**src/rtl/router_route_stage_pkg.sv**
```systemverilog
// Shared types for the mesh router input stage: direction codes,
// routing mode selector and the per-port packet FSM states.
package router_pkg;

  typedef enum logic [3:0] {
    LOCAL = 4'd0,
    NORTH = 4'd1,
    SOUTH = 4'd2,
    EAST  = 4'd3,
    WEST  = 4'd4,
    NE    = 4'd5,
    NW    = 4'd6,
    SE    = 4'd7,
    SW    = 4'd8
  } dir_e;

  typedef enum logic {
    ROUTE_XY   = 1'b0,
    ROUTE_DIAG = 1'b1
  } route_mode_e;

  typedef enum logic {
    ST_IDLE = 1'b0,
    ST_PKT  = 1'b1
  } route_state_e;

endpackage

```
**src/rtl/router_route_stage_if.sv**
```systemverilog
// Flit handshake bundle between upstream link, route stage and switch allocator.
interface router_route_stage_if #(
  parameter int unsigned DW = 32
) ();

  logic                 in_valid_i;
  logic                 in_ready_o;
  logic                 in_head_i;
  logic                 in_tail_i;
  logic [DW-1:0]        in_data_i;
  logic                 out_valid_o;
  logic                 out_ready_i;
  logic                 out_head_o;
  logic                 out_tail_o;
  logic [DW-1:0]        out_data_o;
  router_pkg::dir_e     out_dir_o;

  // Upstream/downstream side (drives flits in, takes flits out)
  modport master (
    output in_valid_i, in_head_i, in_tail_i, in_data_i, out_ready_i,
    input  in_ready_o, out_valid_o, out_head_o, out_tail_o, out_data_o, out_dir_o
  );

  // Route stage side
  modport slave (
    input  in_valid_i, in_head_i, in_tail_i, in_data_i, out_ready_i,
    output in_ready_o, out_valid_o, out_head_o, out_tail_o, out_data_o, out_dir_o
  );

endinterface

```
**src/rtl/router_route_stage_calc.sv**
```systemverilog
// Combinational route computation from a head flit's destination coordinates.
module router_route_calc
  import router_pkg::*;
#(
  parameter int unsigned XW    = 2,
  parameter int unsigned YW    = 2,
  parameter int unsigned SELFX = 2,
  parameter int unsigned SELFY = 2,
  parameter route_mode_e MODE  = ROUTE_XY
) (
  input  logic [XW-1:0] dst_x_i,
  input  logic [YW-1:0] dst_y_i,
  output dir_e          dir_o
);

  localparam logic [XW-1:0] SX = XW'(SELFX);
  localparam logic [YW-1:0] SY = YW'(SELFY);

  logic east, west, north, south;

  // Per-axis unsigned comparison, then mode-dependent direction select
  always_comb begin
    east  = dst_x_i > SX;
    west  = dst_x_i < SX;
    north = dst_y_i > SY;
    south = dst_y_i < SY;
    dir_o = LOCAL;
    if (MODE == ROUTE_DIAG && (east || west) && (north || south)) begin
      if (north) dir_o = east ? NE : NW;
      else       dir_o = east ? SE : SW;
    end else if (east) begin
      dir_o = EAST;
    end else if (west) begin
      dir_o = WEST;
    end else if (north) begin
      dir_o = NORTH;
    end else if (south) begin
      dir_o = SOUTH;
    end
  end

endmodule

```
**src/rtl/router_route_stage.sv**
```systemverilog
// Router input-port stage: per-packet route lock, flit FIFO tagged with
// direction, protocol error detection and packet/error counters.
module router_route_stage
  import router_pkg::*;
#(
  parameter int unsigned XW    = 2,
  parameter int unsigned YW    = 2,
  parameter int unsigned SELFX = 2,
  parameter int unsigned SELFY = 2,
  parameter int unsigned DW    = 32,
  parameter int unsigned DEPTH = 4,
  parameter route_mode_e MODE  = ROUTE_XY
) (
  input  logic                 clk_i,
  input  logic                 rst_i,
  router_route_stage_if.slave  bus,
  output logic                 err_o,
  output logic [15:0]          pkt_cnt_o,
  output logic [7:0]           err_cnt_o
);

  localparam int unsigned AW = $clog2(DEPTH);
  localparam int unsigned CW = AW + 1;

  logic [DW-1:0]  data_mem_q [DEPTH];
  logic           head_mem_q [DEPTH];
  logic           tail_mem_q [DEPTH];
  dir_e           dir_mem_q  [DEPTH];

  logic [AW-1:0]  wr_ptr_q, wr_ptr_d, rd_ptr_q, rd_ptr_d;
  logic [CW-1:0]  count_q, count_d;
  route_state_e   state_q, state_d;
  dir_e           cur_dir_q, cur_dir_d;
  logic           err_q, err_d;
  logic [15:0]    pkt_cnt_q, pkt_cnt_d;
  logic [7:0]     err_cnt_q, err_cnt_d;

  logic           full, empty, accept, pop, push, head_acc;
  dir_e           route_dir, push_dir;

  router_route_calc #(
    .XW    (XW),
    .YW    (YW),
    .SELFX (SELFX),
    .SELFY (SELFY),
    .MODE  (MODE)
  ) u_calc (
    .dst_x_i (bus.in_data_i[XW-1:0]),
    .dst_y_i (bus.in_data_i[XW+YW-1:XW]),
    .dir_o   (route_dir)
  );

  assign full   = (count_q == CW'(DEPTH));
  assign empty  = (count_q == '0);
  // Ready is forced low while reset is held so nothing is taken mid-flush
  assign bus.in_ready_o = !rst_i && !full;
  assign accept = bus.in_valid_i && bus.in_ready_o;
  assign pop    = !empty && bus.out_ready_i;

  assign bus.out_valid_o = !empty;
  assign bus.out_data_o  = data_mem_q[rd_ptr_q];
  assign bus.out_head_o  = head_mem_q[rd_ptr_q];
  assign bus.out_tail_o  = tail_mem_q[rd_ptr_q];
  assign bus.out_dir_o   = dir_mem_q[rd_ptr_q];

  assign err_o     = err_q;
  assign pkt_cnt_o = pkt_cnt_q;
  assign err_cnt_o = err_cnt_q;

  // Packet FSM: route lock on head, error classification, push decision
  always_comb begin
    state_d   = state_q;
    cur_dir_d = cur_dir_q;
    push      = 1'b0;
    push_dir  = cur_dir_q;
    err_d     = 1'b0;
    head_acc  = 1'b0;
    if (accept) begin
      if (bus.in_head_i) begin
        // A head in PKT restarts the packet exactly as a head in IDLE would
        push      = 1'b1;
        push_dir  = route_dir;
        cur_dir_d = route_dir;
        head_acc  = 1'b1;
        err_d     = (state_q == ST_PKT);
        state_d   = bus.in_tail_i ? ST_IDLE : ST_PKT;
      end else if (state_q == ST_IDLE) begin
        err_d = 1'b1;
      end else begin
        push = 1'b1;
        if (bus.in_tail_i) state_d = ST_IDLE;
      end
    end
  end

  // Pointer, occupancy and counter next-state
  always_comb begin
    count_d   = count_q + CW'(push) - CW'(pop);
    wr_ptr_d  = push ? wr_ptr_q + 1'b1 : wr_ptr_q;
    rd_ptr_d  = pop  ? rd_ptr_q + 1'b1 : rd_ptr_q;
    pkt_cnt_d = head_acc ? pkt_cnt_q + 16'd1 : pkt_cnt_q;
    err_cnt_d = (err_d && err_cnt_q != 8'hFF) ? err_cnt_q + 8'd1 : err_cnt_q;
  end

  // Control state registers
  always_ff @(posedge clk_i) begin
    if (rst_i) begin
      state_q   <= ST_IDLE;
      cur_dir_q <= LOCAL;
      wr_ptr_q  <= '0;
      rd_ptr_q  <= '0;
      count_q   <= '0;
      err_q     <= 1'b0;
      pkt_cnt_q <= '0;
      err_cnt_q <= '0;
    end else begin
      state_q   <= state_d;
      cur_dir_q <= cur_dir_d;
      wr_ptr_q  <= wr_ptr_d;
      rd_ptr_q  <= rd_ptr_d;
      count_q   <= count_d;
      err_q     <= err_d;
      pkt_cnt_q <= pkt_cnt_d;
      err_cnt_q <= err_cnt_d;
    end
  end

  // FIFO storage; cleared on reset so idle outputs read as zero
  always_ff @(posedge clk_i) begin
    if (rst_i) begin
      for (int unsigned k = 0; k < DEPTH; k++) begin
        data_mem_q[k] <= '0;
        head_mem_q[k] <= 1'b0;
        tail_mem_q[k] <= 1'b0;
        dir_mem_q[k]  <= LOCAL;
      end
    end else if (push) begin
      data_mem_q[wr_ptr_q] <= bus.in_data_i;
      head_mem_q[wr_ptr_q] <= bus.in_head_i;
      tail_mem_q[wr_ptr_q] <= bus.in_tail_i;
      dir_mem_q[wr_ptr_q]  <= push_dir;
    end
  end

endmodule

```
**src/flat_wrapper.sv**
```systemverilog
// flat-port wrapper written by rule: the top's interface ports become plain ports
module router_route_stage_flat import router_pkg::*;
#(
  parameter int unsigned XW    = 2,
  parameter int unsigned YW    = 2,
  parameter int unsigned SELFX = 2,
  parameter int unsigned SELFY = 2,
  parameter int unsigned DW    = 32,
  parameter int unsigned DEPTH = 4,
  parameter route_mode_e MODE  = ROUTE_XY
)
  (clk_i, rst_i, err_o, pkt_cnt_o, err_cnt_o, bus_in_valid_i, bus_in_head_i, bus_in_tail_i, bus_in_data_i, bus_out_ready_i, bus_in_ready_o, bus_out_valid_o, bus_out_head_o, bus_out_tail_o, bus_out_data_o, bus_out_dir_o);
  router_route_stage_if #(.DW(DW)) bus_i ();
  input  logic clk_i;
  input  logic rst_i;
  output logic err_o;
  output logic [15:0] pkt_cnt_o;
  output logic [7:0] err_cnt_o;
  input wire logic [$bits(bus_i.in_valid_i)-1:0] bus_in_valid_i;
  input wire logic [$bits(bus_i.in_head_i)-1:0] bus_in_head_i;
  input wire logic [$bits(bus_i.in_tail_i)-1:0] bus_in_tail_i;
  input wire logic [$bits(bus_i.in_data_i)-1:0] bus_in_data_i;
  input wire logic [$bits(bus_i.out_ready_i)-1:0] bus_out_ready_i;
  output wire logic [$bits(bus_i.in_ready_o)-1:0] bus_in_ready_o;
  output wire logic [$bits(bus_i.out_valid_o)-1:0] bus_out_valid_o;
  output wire logic [$bits(bus_i.out_head_o)-1:0] bus_out_head_o;
  output wire logic [$bits(bus_i.out_tail_o)-1:0] bus_out_tail_o;
  output wire logic [$bits(bus_i.out_data_o)-1:0] bus_out_data_o;
  output wire logic [$bits(bus_i.out_dir_o)-1:0] bus_out_dir_o;
  assign bus_i.in_valid_i = bus_in_valid_i;
  assign bus_i.in_head_i = bus_in_head_i;
  assign bus_i.in_tail_i = bus_in_tail_i;
  assign bus_i.in_data_i = bus_in_data_i;
  assign bus_i.out_ready_i = bus_out_ready_i;
  assign bus_in_ready_o = bus_i.in_ready_o;
  assign bus_out_valid_o = bus_i.out_valid_o;
  assign bus_out_head_o = bus_i.out_head_o;
  assign bus_out_tail_o = bus_i.out_tail_o;
  assign bus_out_data_o = bus_i.out_data_o;
  assign bus_out_dir_o = bus_i.out_dir_o;
  router_route_stage #(.XW(XW), .YW(YW), .SELFX(SELFX), .SELFY(SELFY), .DW(DW), .DEPTH(DEPTH), .MODE(MODE)) u_core (.clk_i(clk_i), .rst_i(rst_i), .bus(bus_i), .err_o(err_o), .pkt_cnt_o(pkt_cnt_o), .err_cnt_o(err_cnt_o));
endmodule
```
**config.mk**
```make
export PLATFORM = sky130hd
export DESIGN_NAME = router_route_stage_flat
export DESIGN_NICKNAME = d
export VERILOG_FILES = /design/src/rtl/router_route_stage_pkg.sv /design/src/rtl/router_route_stage_if.sv /design/src/rtl/router_route_stage_calc.sv /design/src/rtl/router_route_stage.sv /design/src/flat_wrapper.sv
export SDC_FILE = /design/constraint.sdc
export NUM_CORES = 1
export LEC_CHECK = 0
export ABC_AREA = 1
export ABC_CLOCK_PERIOD_IN_PS = 3800
export BUFFER_PORTS_ARGS = -buffer_cell sky130_fd_sc_hd__buf_2
export CAP_MARGIN = 15
export CORE_UTILIZATION = 30
export CTS_CLUSTER_DIAMETER = 100
export DETAILED_ROUTE_END_ITERATION = 10
export HOLD_SLACK_MARGIN = 0.12
export SLEW_MARGIN = 20
export SYNTH_ARGS = -nofsm -noshare
export SYNTH_HDL_FRONTEND = slang
export SYNTH_SLANG_ARGS = --single-unit
```
**constraint.sdc**
```tcl
create_clock -name clk_i -period 3.8 [get_ports clk_i]
set_clock_uncertainty 0.05 [all_clocks]
set_input_delay 0.19 -clock clk_i [delete_from_list [all_inputs] [get_ports clk_i]]
set_output_delay 0.19 -clock clk_i [all_outputs]
set_load 0.01 [all_outputs]
```
# [After elaboration in Yosys (flattened, before gate mapping)]
# Memory sizes are Yosys's and may differ from the RTL's. A register that Yosys moved wholly into a read port is not among the register bits.
# Cells that the tools add are included.
[totals] elab_cells=78 output_inout_bits=65 register_bits=37 ram_bits=152 memories=4 latch_bits=0 rom_bits=0 input_bits=38
[classes] shifts=0 multipliers=0 bitwise_logic=0 div=0 n_reduce_logical=12 eq_ne=2 add_sub_neg=6 magnitude_cmp=4 muxes=42
[mem_list] memory="u_core.data_mem_q" depth=4 word_bits=32 read_ports=1 rd_clocked_by_memory_dff=1 write_ports=4 line="router_route_stage.sv:25" source="logic [DW-1:0] data_mem_q [DEPTH];"
[mem_list] memory="u_core.dir_mem_q" depth=4 word_bits=4 read_ports=1 rd_clocked_by_memory_dff=1 write_ports=4 line="router_route_stage.sv:28" source="dir_e dir_mem_q [DEPTH];"
[mem_list] memory="u_core.head_mem_q" depth=4 word_bits=1 read_ports=1 rd_clocked_by_memory_dff=1 write_ports=4 line="router_route_stage.sv:26" source="logic head_mem_q [DEPTH];"
[mem_list] memory="u_core.tail_mem_q" depth=4 word_bits=1 read_ports=1 rd_clocked_by_memory_dff=1 write_ports=4 line="router_route_stage.sv:27" source="logic tail_mem_q [DEPTH];"
[ops] operator="two-way mux 32 bit" n=1
[ops] operator="OR reduction 32 bit" n=1
[ops] operator="two-way mux 2 bit" n=14
[ops] operator="two-way mux 1 bit" n=22
[ops] operator="adder 16 x 1 -> 16 bit (second input constant)" n=1
[ops] operator="two-way mux 4 bit" n=3
[ops] operator="adder 8 x 1 -> 8 bit (second input constant)" n=1
[ops] operator="!= test 8 bit (second input constant)" n=1
[ops] operator="two-way mux 3 bit" n=2
[ops] operator="adder 2 x 1 -> 2 bit (second input constant)" n=2
[ops] operator="> comparator 2 bit (second input constant)" n=2
[ops] operator="logical AND 1 bit" n=4
[ops] operator="less-than comparator 2 bit (second input constant)" n=2
[ops] operator="OR reduction 4 bit" n=1
[ops] operator="adder 3 x 1 -> 3 bit" n=1
[ops] operator="== test 3 bit (second input constant)" n=1
[ops] operator="zero test 1 bit" n=3
[ops] operator="zero test 3 bit" n=1
[ops] operator="subtractor 3 x 1 -> 3 bit" n=1
[ops] operator="OR reduction 1 bit" n=2

# [Depth between registers and ports, before layout]
# Gate-level depths: netlist of run 1.
[depth] word_depth=10 ltp_mapped=10 mapped_depth_nobuf=10

# [Hierarchy]
# From an unflattened synthesis of run 1, not the netlist that was laid out.
[hier_totals] hier_cells=857 hier_area_um2=8340.5
[by_module_without_submodules] module="router_route_stage" instances=1 seq_area_each_um2=5345.1 area_per_inst_um2=8301.7 cells_each=848
[by_module_without_submodules] module="router_route_calc" instances=1 seq_area_each_um2=0.0 area_per_inst_um2=38.8 cells_each=9

# [Worst setup path after synthesis of run 1]
# OpenSTA, ideal clock, no wires.
[synth_path] path_kind="input to register" startpoint="input port bus_in_head_i" endpoint="memory u_core.data_mem_q[0][0], enable pin" path_stages=9 setup_time_ns=0.396 path_slack_ns=1.184 n_path_buf=2 t_required_ns=3.354 arrival_ns=2.170 cell_sequence="clkinv_1 ha_1 inv_1 nand4_4 nor2_1 nand2_1 buf_2 buf_4 nand2_1"
[synth_lines] item="start: declaration" line="flat_wrapper.sv:20" source="input wire logic [$bits(bus_i.in_head_i)-1:0] bus_in_head_i;"
[synth_lines] item="end: declaration" line="router_route_stage.sv:25"

==> impl_metrics.csv, run 1 <==
group,metric,value,unit
yosys,ys_ff_latch,191,
pwr,pwr-share-comb,22.2,%
final_layout,final_util,37.0,%
worst_setup_path,critPathRequiredTime,3870,ps
final_layout,drive_above_1_share,16.4,%
sta,setup_viol,0,
pwr,sw_frac_of_total,31.0,%
route,wirelength,20.2,mm
sta,worst_pin_slew,1010,ps
route,route.detailed.drc,0,
run_status,status,"complete, no violations",
global_route,gr-usage-all-layers,14.7,%
cts,htree_levels,4,
global_route,grt_pass1_vias,5934,
sta,hold_viol_final,0,
pwr,p_int,3.72,mW
yosys,synth_top_flop_cell,"edfxtp_1",
sta,rsz0062_at_grt,"false",
worst_setup_path,crit_type,"input pin to register",
route,vias_per_cell,4.70,
yosys,synth-edff-count,152,
yosys,syn_area,8240,um2
worst_setup_path,endpoint_kind,"register",
placement,port_buffers,102,
run,drv_cap,0,
yosys,yosysSeqAreaShare,64.9,%
yosys,syn_nets,893,
final_layout,antenna_cells,0,
final_layout,area_delta_synth_final,21.0,%
cts,cts_tree,"done",
global_route,grt_antenna_before_repair,0,
pwr,p_clk_share,32.1,%
floorplanning,start_util,30.6,%
cts,clkTransAtPathRegs,70,ps
route,ant_nets,0,
cts,cts_buffer_depth,2,
cts,post_cts_buffers,0,
cts,clk_latency,430,ps
placement,dp_hpwl,12.5,mm
floorplanning,die_x,168,um
pwr,power.switching,1.67,mW
worst_setup_path,start_kind,"input pin",
floorplanning,core_area,27000,um2
final_layout,instances_no_fill,1323,
sta,max_freq,0.362,GHz
cts,cts_root_buf,"clkbuf_16",
sta,slew_violations,0,
placement,dp_cells,1259,
yosys,async_flop_share,0,%
cts,cts.sinks,191,
final_layout,layout_commonest_cell,"nor2_1",
pwr,p_per_area,541,nW/um2
worst_setup_path,worstPathArrival,2830,ps
final_layout,layout.cells.most_common_list,"280 x nor2_1, 152 x edfxtp_1, 102 x buf_2, 86 x o21ai_0, 65 x inv_1",
floorplanning,ioPinCount,103,
min_path,min_path_type,"input pin to register",
global_route,grt_pass1_wl,31.8,mm
pwr,p_leak,4.07,nW
route,dr.first_iter.drc_count,463,
route,vias,6215,
sta,setup_tns,0,ps
sta,post-route-min-period,2760,ps
cts,cts_resized,0,
global_route,grt_max_degree,77,
floorplanning,die_h,168,um
floorplanning,row_count,60,
route,wl_per_cell,15.2,um
yosys,synth.distinct_cells,30,
pwr,ir_drop,0.000268,V
pwr,seqPwrFrac,45.8,%
route,first_pass_iters,5,
floorplanning,dieArea,28100,um2
global_route,grt-ovfl-total,0,
worst_setup_path,crit_fanout,29,
yosys,avgSynthCellArea,9.69,um2
yosys,synth_cells,850,
sta,min_period_over_period,72.7,%
cts,cts_hold_buf,32,
final_layout,nFillCells,2729,
sta,slew_headroom,32.8,%
final_layout,fin_nets,1012,
placement,gp_congestion,0.787,
yosys,yosys_warnings,0,
cts,cts_made_buffers,17,
[layout make-up]
class	count	area (um2)	share of cell area (%)
Sequential cell	191	5350	53.6
Multi-Input combinational cell	542	2440	24.5
Timing Repair Buffer	147	928	9.31
Clock buffer	18	429	4.31
Tap cell	341	427	4.28
Inverter	70	263	2.64
Clock inverter	14	134	1.34
[cell usage after synthesis (2+ instances only)]
cell type  instances  area [um2]
o21ai_1            3        15.0
a21oi_1           25         125
nand3b_1           2        15.0
nand3_1           16        80.1
o21a_1             2        15.0
xor2_1             2        17.5
buf_1              3        11.3
ha_1               4        50.1
nand4_1            3        18.8
nor3_1             7        35.0
clkbuf_1          28         105
buf_2             13        65.1
inv_1             67         251
nand2_1           66         248
nor2_1           280        1050
edfxtp_1         152        4560
inv_2              2        7.51
o22ai_1           38         238
buf_4              3        22.5
dfxtp_1           39         781
o21ai_0           86         430
[power groups by stage]
stage,registers (mW),clock network (mW),logic (mW)
2_1_floorplan,2.50,0,0.718
3_3_place_gp,2.51,0,1.18
3_5_place_dp,2.51,0,1.19
4_1_cts,2.47,1.76,1.22
5_1_grt,2.48,1.85,1.33
6_report,2.47,1.73,1.19
[worst paths after layout]
check / start / endpoint / slack, ps / depth (start not counted)
worst max-delay path: rst_i / u_core.data_mem_q[3][14]$_DFFE_PP_ / 1040 / 7
worst min-delay path: bus_in_tail_i / u_core.tail_mem_q[3]$_DFFE_PP_ / 130 / 3
worst max register to register: u_core.count_q[1]$_SDFF_PP0_ / u_core.count_q[2]$_SDFF_PP0_ / 1380 / 9
worst min register to register: u_core.rd_ptr_q[0]$_SDFFE_PP0P_ / register / 420 / 1
[per-stage QoR]
step | hold WS (ps) | worst slack, ps | instance area (um2) | power [mW]
after global routing | 139 | 801 | 9970 | 5.66
final | 130 | 1040 | 9970 | 5.39
after floorplan | 209 | 1180 | 8240 | 3.22
after detailed placement | 416 | 1080 | 9080 | 3.70
after global placement | 405 | 1160 | 9080 | 3.69
after CTS | 137 | 996 | 9970 | 5.45
[worst max-delay path, stage by stage]
cell and delay (ps):
dlygate4sd3_1 520, buf_2 220, inv_2 460, nand4_4 310, o21ai_0 370, o21a_2 420, buf_4 330
[registers in the layout, summed over array words and instances, names as in the netlist, named ones only]
signal and cells:
u_core.wr_ptr_q 2, u_core.count_q 3, u_core.data_mem_q 128, u_core.state_q 1, u_core.pkt_cnt_o 16, u_core.head_mem_q 4, u_core.cur_dir_q 4, u_core.tail_mem_q 4
u_core.err_o 1, u_core.err_cnt_o 8, u_core.rd_ptr_q 2, u_core.dir_mem_q 16
[kinds of logic after synthesis]
| logic type | Yosys count | share of synthesized area [%] |
|---|---|---|
| AND/OR/NAND/NOR | 380 | 18.3 |
| flip-flops | 191 | 64.9 |
| AO/OA/AOI/OAI | 155 | 10.1 |
| buffers and inverters | 117 | 5.67 |
| adder cells (fa/ha/maj) | 5 | 0.851 |
| XOR/XNOR | 2 | 0.213 |
[metal layers]
metal / GRT usage (%) / part of all wire [%] / up-vias
li1: - / - / 3084
met1: 19.4 / 46 / 2951
met2: 23.8 / 47 / 174
met3: 4.07 / 6.4 / 6
met4: 3.11 / 0.46 / 0
met5: 0 / 0 / -
Power figures use the tool's default switching activity.
==> inputs of run 2 (changes only) <==
- ABC_CLOCK_PERIOD_IN_PS: 3800 -> 2340
- clock period: 3.8 -> 2.34 ns (I/O delays scaled with it)
==> run 2 against run 1 <==
  * Setup slack got worse by 830 ps
  * Sequential share of layout area shrank 1.4 points
  * Sequential power increased by 64%
  * First-iteration DRC count decreased by 9.5%
  * Final cell count is 1.4% higher
  * Register-to-register slack worse by 1100 ps
  * Critical path depth is 3 lower
  * Critical endpoint is now bus_out_data_o[3]
  * Largest power group unchanged
==> impl_metrics.csv, run 2 (synthesized netlist as in run 1, its figures left out) <==
group,metric,value,unit
run,drv_cap,0,
cts,htree_levels,4,
placement,dp_cells,1274,
route,wirelength,20.2,mm
worst_setup_path,critPathRequiredTime,2170,ps
worst_setup_path,start_kind,"register",
sta,worst_pin_slew,535,ps
worst_setup_path,endpoint_kind,"output port",
global_route,grt_pass1_vias,6227,
final_layout,largest_reg_flops,128,
sta,setup_tns,0,ps
sta,hold_viol_final,0,
sta,min_period_over_period,91.2,%
pwr,p_per_area,868,nW/um2
final_layout,layout_commonest_cell,"nor2_1",
route,dr.first_iter.drc_count,419,
final_layout,instances_no_fill,1342,
floorplanning,row_count,60,
route,vias_per_cell,4.69,
sta,max_freq,0.468,GHz
cts,clk_latency,430,ps
route,vias,6293,
pwr,ir_drop,0.000435,V
floorplanning,die_h,168,um
route,wl_per_cell,15.1,um
cts,cts_made_buffers,17,
run_status,status,"complete, no violations",
worst_setup_path,worstReg2RegEnd,"u_core.count_q[2]$_SDFF_PP0_",
worst_setup_path,ff2ff_setup_slack,240,ps
final_layout,antenna_cells,0,
final_layout,area_delta_synth_final,24.3,%
pwr,p_leak,4.20,nW
floorplanning,ioPinCount,103,
floorplanning,die_x,168,um
global_route,grt-ovfl-total,0,
cts,cts.sinks,191,
cts,cts_buffer_depth,2,
cts,cts_root_buf,"clkbuf_16",
placement,dp_slack,133,ps
worst_setup_path,rr_startpoint,"u_core.count_q[1]$_SDFF_PP0_",
cts,cts_tree,"done",
final_layout,drive_above_1_share,17.7,%
final_layout,fin_nets,1031,
placement,gp_congestion,0.782,
global_route,grt_pass1_wl,32.6,mm
worst_setup_path,worstPathArrival,1970,ps
route,first_pass_iters,4,
global_route,gr-usage-all-layers,14.9,%
cts,clkTransAtPathRegs,70,ps
sta,setup_ws,205,ps
final_layout,layout.cells.most_common_list,"279 x nor2_1, 152 x edfxtp_1, 102 x buf_2, 86 x o21ai_0, 66 x inv_1",
min_path,worstHoldStart,"bus_in_head_i",
route,ant_nets,0,
placement,dp_hpwl,12.7,mm
final_layout,largest-register,"u_core.data_mem_q",
route,route.detailed.drc,0,
pwr,finalPower,8.89,mW
min_path,min_path_cells,5,
sta,slew_headroom,64.3,%
global_route,grt_max_degree,49,
floorplanning,core_area,27000,um2
worst_setup_path,crit_fanout,20,
min_path,worstHoldEndpoint,"u_core.cur_dir_q[2]$_SDFF_PP0_",
placement,port_buffers,102,
sta,setup_viol,0,
worst_setup_path,crit_type,"register to output port",
sta,rsz0062_at_grt,"false",
global_route,grt_antenna_before_repair,0,
sta,post-route-min-period,2130,ps
worst_setup_path,rr_worst_depth,9,
floorplanning,dieArea,28100,um2
min_path,min_path_type,"input pin to register",
sta,slew_violations,0,
floorplanning,start_util,30.6,%
run 2: cell count changes in the layout (fill, tap and decap cells not counted), sizes merged:
cell         previous run  this run
buf                   115       130
bufinv                  1         0
clkbuf                 18        19
clkinv                  8         6
clkinvlp                2         0
dlygate4sd3            32        36
inv                    73        77
run 2: worst max-delay path, cell delays in order, from the launching register on:
cell	delay (ps)
dfxtp_2	540
buf_4	320
o21ai_0	120
o22ai_1	340
buf_2	220
run 2: how the worst max path moves through the flow:
stage,start,end,slack [ps],cells past startpoint
after floorplan,bus_in_head_i,u_core.data_mem_q[0][0]$_SDFFCE_PN0P_,160,9
after CTS,u_core.count_q[1]$_SDFF_PP0_,u_core.count_q[2]$_SDFF_PP0_,120,9
final,register,bus_out_data_o[3],210,4
after detailed placement,u_core.count_q[1]$_SDFF_PP0_,u_core.count_q[2]$_SDFF_PP0_,130,9
after global placement,u_core.count_q[1]$_SDFF_PP0_,u_core.count_q[2]$_SDFF_PP0_,200,9
after global routing,u_core.count_q[1]$_SDFF_PP0_,u_core.count_q[2]$_SDFF_PP0_,60,9
run 2: per-stage QoR:
step           hold WS [ps]  area, um2  util [%]
2_1_floorplan           136       8250         -
3_3_place_gp            396       9300      34.5
3_5_place_dp            400       9300      34.5
4_1_cts                 132      10200      38.0
5_1_grt                 173      10200      38.0
6_report                144      10200      38.0
run 2: power breakdown:
part           internal, mW  switching, mW
clock                  1.43           1.39
sequential             3.92          0.118
combinational         0.725           1.31
run 2: final cells by class:
class	count	area [um2]
fill	2673	16700
multi-input combinational	542	2440
tap	341	427
clock buffer	19	433
clock inverter	13	140
timing repair buffer	166	1180
sequential	191	5350
inverter	70	263
run 2: timing repair:
| item | 4_1_cts | 5_1_grt |
|---|---|---|
| hold buffers | 36 | 0 |
| setup endpoints to repair | 0 | 1 |
| setup buffers | 0 | 0 |
| hold endpoints to repair | 152 | 0 |
| gates resized for setup | 0 | 2 |
run 2: per-layer routing:
metal | vias to the layer above | part of all wire (%) | wire length, um | global-route usage, %
met5 | - | 0 | 0 | 0
met4 | 0 | 1.6 | 315 | 4.55
met3 | 17 | 5.4 | 1100 | 3.52
met2 | 160 | 47 | 9570 | 24.5
met1 | 2995 | 46 | 9240 | 19.3
li1 | 3121 | - | - | -
==> inputs of run 3 (changes only) <==
- ABC_CLOCK_PERIOD_IN_PS: 2340 -> 2600
- CORE_MARGIN: not set -> 2
- clock period: 2.34 -> 2.6 ns (I/O delays scaled with it)
==> run 3 against run 2 <==
  * Setup slack better by 91 ps
  * Clock power down 8.5%
  * Sequential share of layout area up 0.52 points
  * Power down 10%
  * Via count down 0.46%
  * Combinational power down 12%
  * Largest cell class unchanged
==> impl_metrics.csv, run 3 (synthesized netlist as in run 1, its figures left out) <==
group,metric,value,unit
final_layout,fin_nets,1023,
global_route,grt-ovfl-total,0,
placement,gp_congestion,0.794,
cts,clkTransAtPathRegs,70,ps
run_status,status,"complete, no violations",
min_path,min_path_type,"input pin to register",
sta,hold_viol_final,0,
floorplanning,core_area,27000,um2
global_route,gr-usage-all-layers,14.6,%
cts,htree_levels,4,
worst_setup_path,endpoint_kind,"output port",
sta,holdWs,134,ps
floorplanning,ioPinCount,103,
placement,dp_hpwl,12.5,mm
pwr,p_leak,4.14,nW
worst_setup_path,rr_startpoint,"u_core.count_q[1]$_SDFF_PP0_",
pwr,finalPower,7.97,mW
floorplanning,start_util,30.6,%
global_route,grt_antenna_before_repair,1,
route,ant_nets,0,
final_layout,area_delta_synth_final,23.0,%
placement,port_buffers,102,
run,drv_cap,0,
final_layout,largest-register,"u_core.data_mem_q",
sta,setup_tns,0,ps
sta,setup_viol,0,
min_path,worstHoldStart,"bus_in_head_i",
cts,clk_latency,420,ps
sta,post-route-min-period,2300,ps
sta,worst_pin_slew,747,ps
route,wirelength,20.6,mm
pwr,p_per_area,787,nW/um2
worst_setup_path,critPathRequiredTime,2420,ps
cts,post_cts_buffers,0,
pwr,ir_drop,0.000485,V
route,vias,6264,
global_route,grt_max_degree,77,
worst_setup_path,worstReg2RegEnd,"u_core.count_q[2]$_SDFF_PP0_",
global_route,grt_pass1_wl,32.4,mm
sta,slew_headroom,50.2,%
cts,cts_made_buffers,17,
route,first_pass_iters,5,
worst_setup_path,worstPathArrival,2120,ps
route,route.detailed.drc,0,
final_layout,largest_reg_flops,128,
floorplanning,row_count,60,
worst_setup_path,crit_fanout,76,
floorplanning,dieArea,28800,um2
final_layout,drive_above_1_share,17.0,%
worst_setup_path,start_kind,"register",
sta,rsz0062_at_grt,"false",
cts,cts_tree,"done",
floorplanning,die_h,170,um
final_layout,layout.cells.most_common_list,"280 x nor2_1, 152 x edfxtp_1, 102 x buf_2, 86 x o21ai_0, 66 x inv_1",
global_route,grt_pass1_vias,6009,
min_path,worstHoldEndpoint,"u_core.head_mem_q[3]$_DFFE_PP_",
worst_setup_path,crit_type,"register to output port",
worst_setup_path,ff2ff_setup_slack,400,ps
cts,cts.sinks,191,
route,dr.first_iter.drc_count,489,
worst_setup_path,rr_worst_depth,9,
sta,min_period_over_period,88.6,%
cts,cts_root_buf,"clkbuf_16",
route,vias_per_cell,4.69,
final_layout,layout_commonest_cell,"nor2_1",
sta,slew_violations,0,
floorplanning,die_x,170,um
sta,max_freq,0.434,GHz
min_path,min_path_cells,3,
cts,cts_buffer_depth,2,
route,wl_per_cell,15.4,um
## run 3: cell types whose count changed in the layout (fill, tap and decap cells not counted), sizes merged
cell / change
inv: -1
buf: -7
diode: +1
bufinv: +1
clkbuf: -2
clkinv: -1
dlygate4sd3: -1
clkinvlp: +3
## run 3: stage by stage
| stage | cells | utilization (%) | setup WS [ps] | cell area [um2] |
|---|---|---|---|---|
| after floorplan | 850 | - | 44.2 | 8240 |
| after global placement | 1267 | 34.2 | 409 | 9210 |
| after detailed placement | 1267 | 34.2 | 378 | 9210 |
| after CTS | 1334 | 37.6 | 228 | 10100 |
| after global routing | 1335 | 37.6 | 133 | 10100 |
| final | 1335 | 37.6 | 296 | 10100 |
## run 3: area by class of cell
| type | instances | area, um2 |
|---|---|---|
| tap | 341 | 427 |
| sequential | 191 | 5350 |
| multi-input combinational | 542 | 2440 |
| antenna | 1 | 2.50 |
| clock inverter | 15 | 146 |
| timing repair buffer | 158 | 1080 |
| fill | 2731 | 16800 |
| inverter | 70 | 263 |
| clock buffer | 17 | 425 |
## run 3: how the worst max path moves through the flow
stage	cells after the start	slack (ps)	startpoint	end
2_1_floorplan	9	40	bus_in_head_i	u_core.data_mem_q[0][0]$_SDFFCE_PN0P_
3_3_place_gp	9	410	bus_in_head_i	u_core.data_mem_q[2][17]$_SDFFCE_PN0P_
3_5_place_dp	9	380	bus_in_head_i	u_core.data_mem_q[2][17]$_SDFFCE_PN0P_
4_1_cts	4	230	register	bus_out_dir_o[0]
5_1_grt	4	130	register	bus_out_dir_o[0]
6_report	4	300	register	bus_out_dir_o[0]
## run 3: repair_timing
| action | in CTS | in global routing |
|---|---|---|
| hold endpoints to repair | 153 | 0 |
| resized for setup | 0 | 0 |
| hold buffers | 35 | 0 |
## run 3: metal layers
| layer | vias to the layer above | global-route usage, % | share of wire (%) |
|---|---|---|---|
| met5 | - | 0 | 0 |
| met4 | 0 | 2.86 | 0.63 |
| met3 | 10 | 3.57 | 5.8 |
| met2 | 160 | 24.4 | 47 |
| met1 | 2986 | 19.2 | 46 |
| li1 | 3108 | - | - |
## run 3: critical path, stage by stage, from the launching register on
cell and delay [ps]:
dfxtp_2 340, buf_4 600, o21ai_0 200, o22ai_1 320, buf_2 200
## run 3: power breakdown
part	internal, mW	switching, mW	leakage [nW]
Clock	1.35	1.23	0.275
Combinational	0.623	1.16	1.98
Sequential	3.53	0.0868	1.89
Total	5.50	2.47	4.14
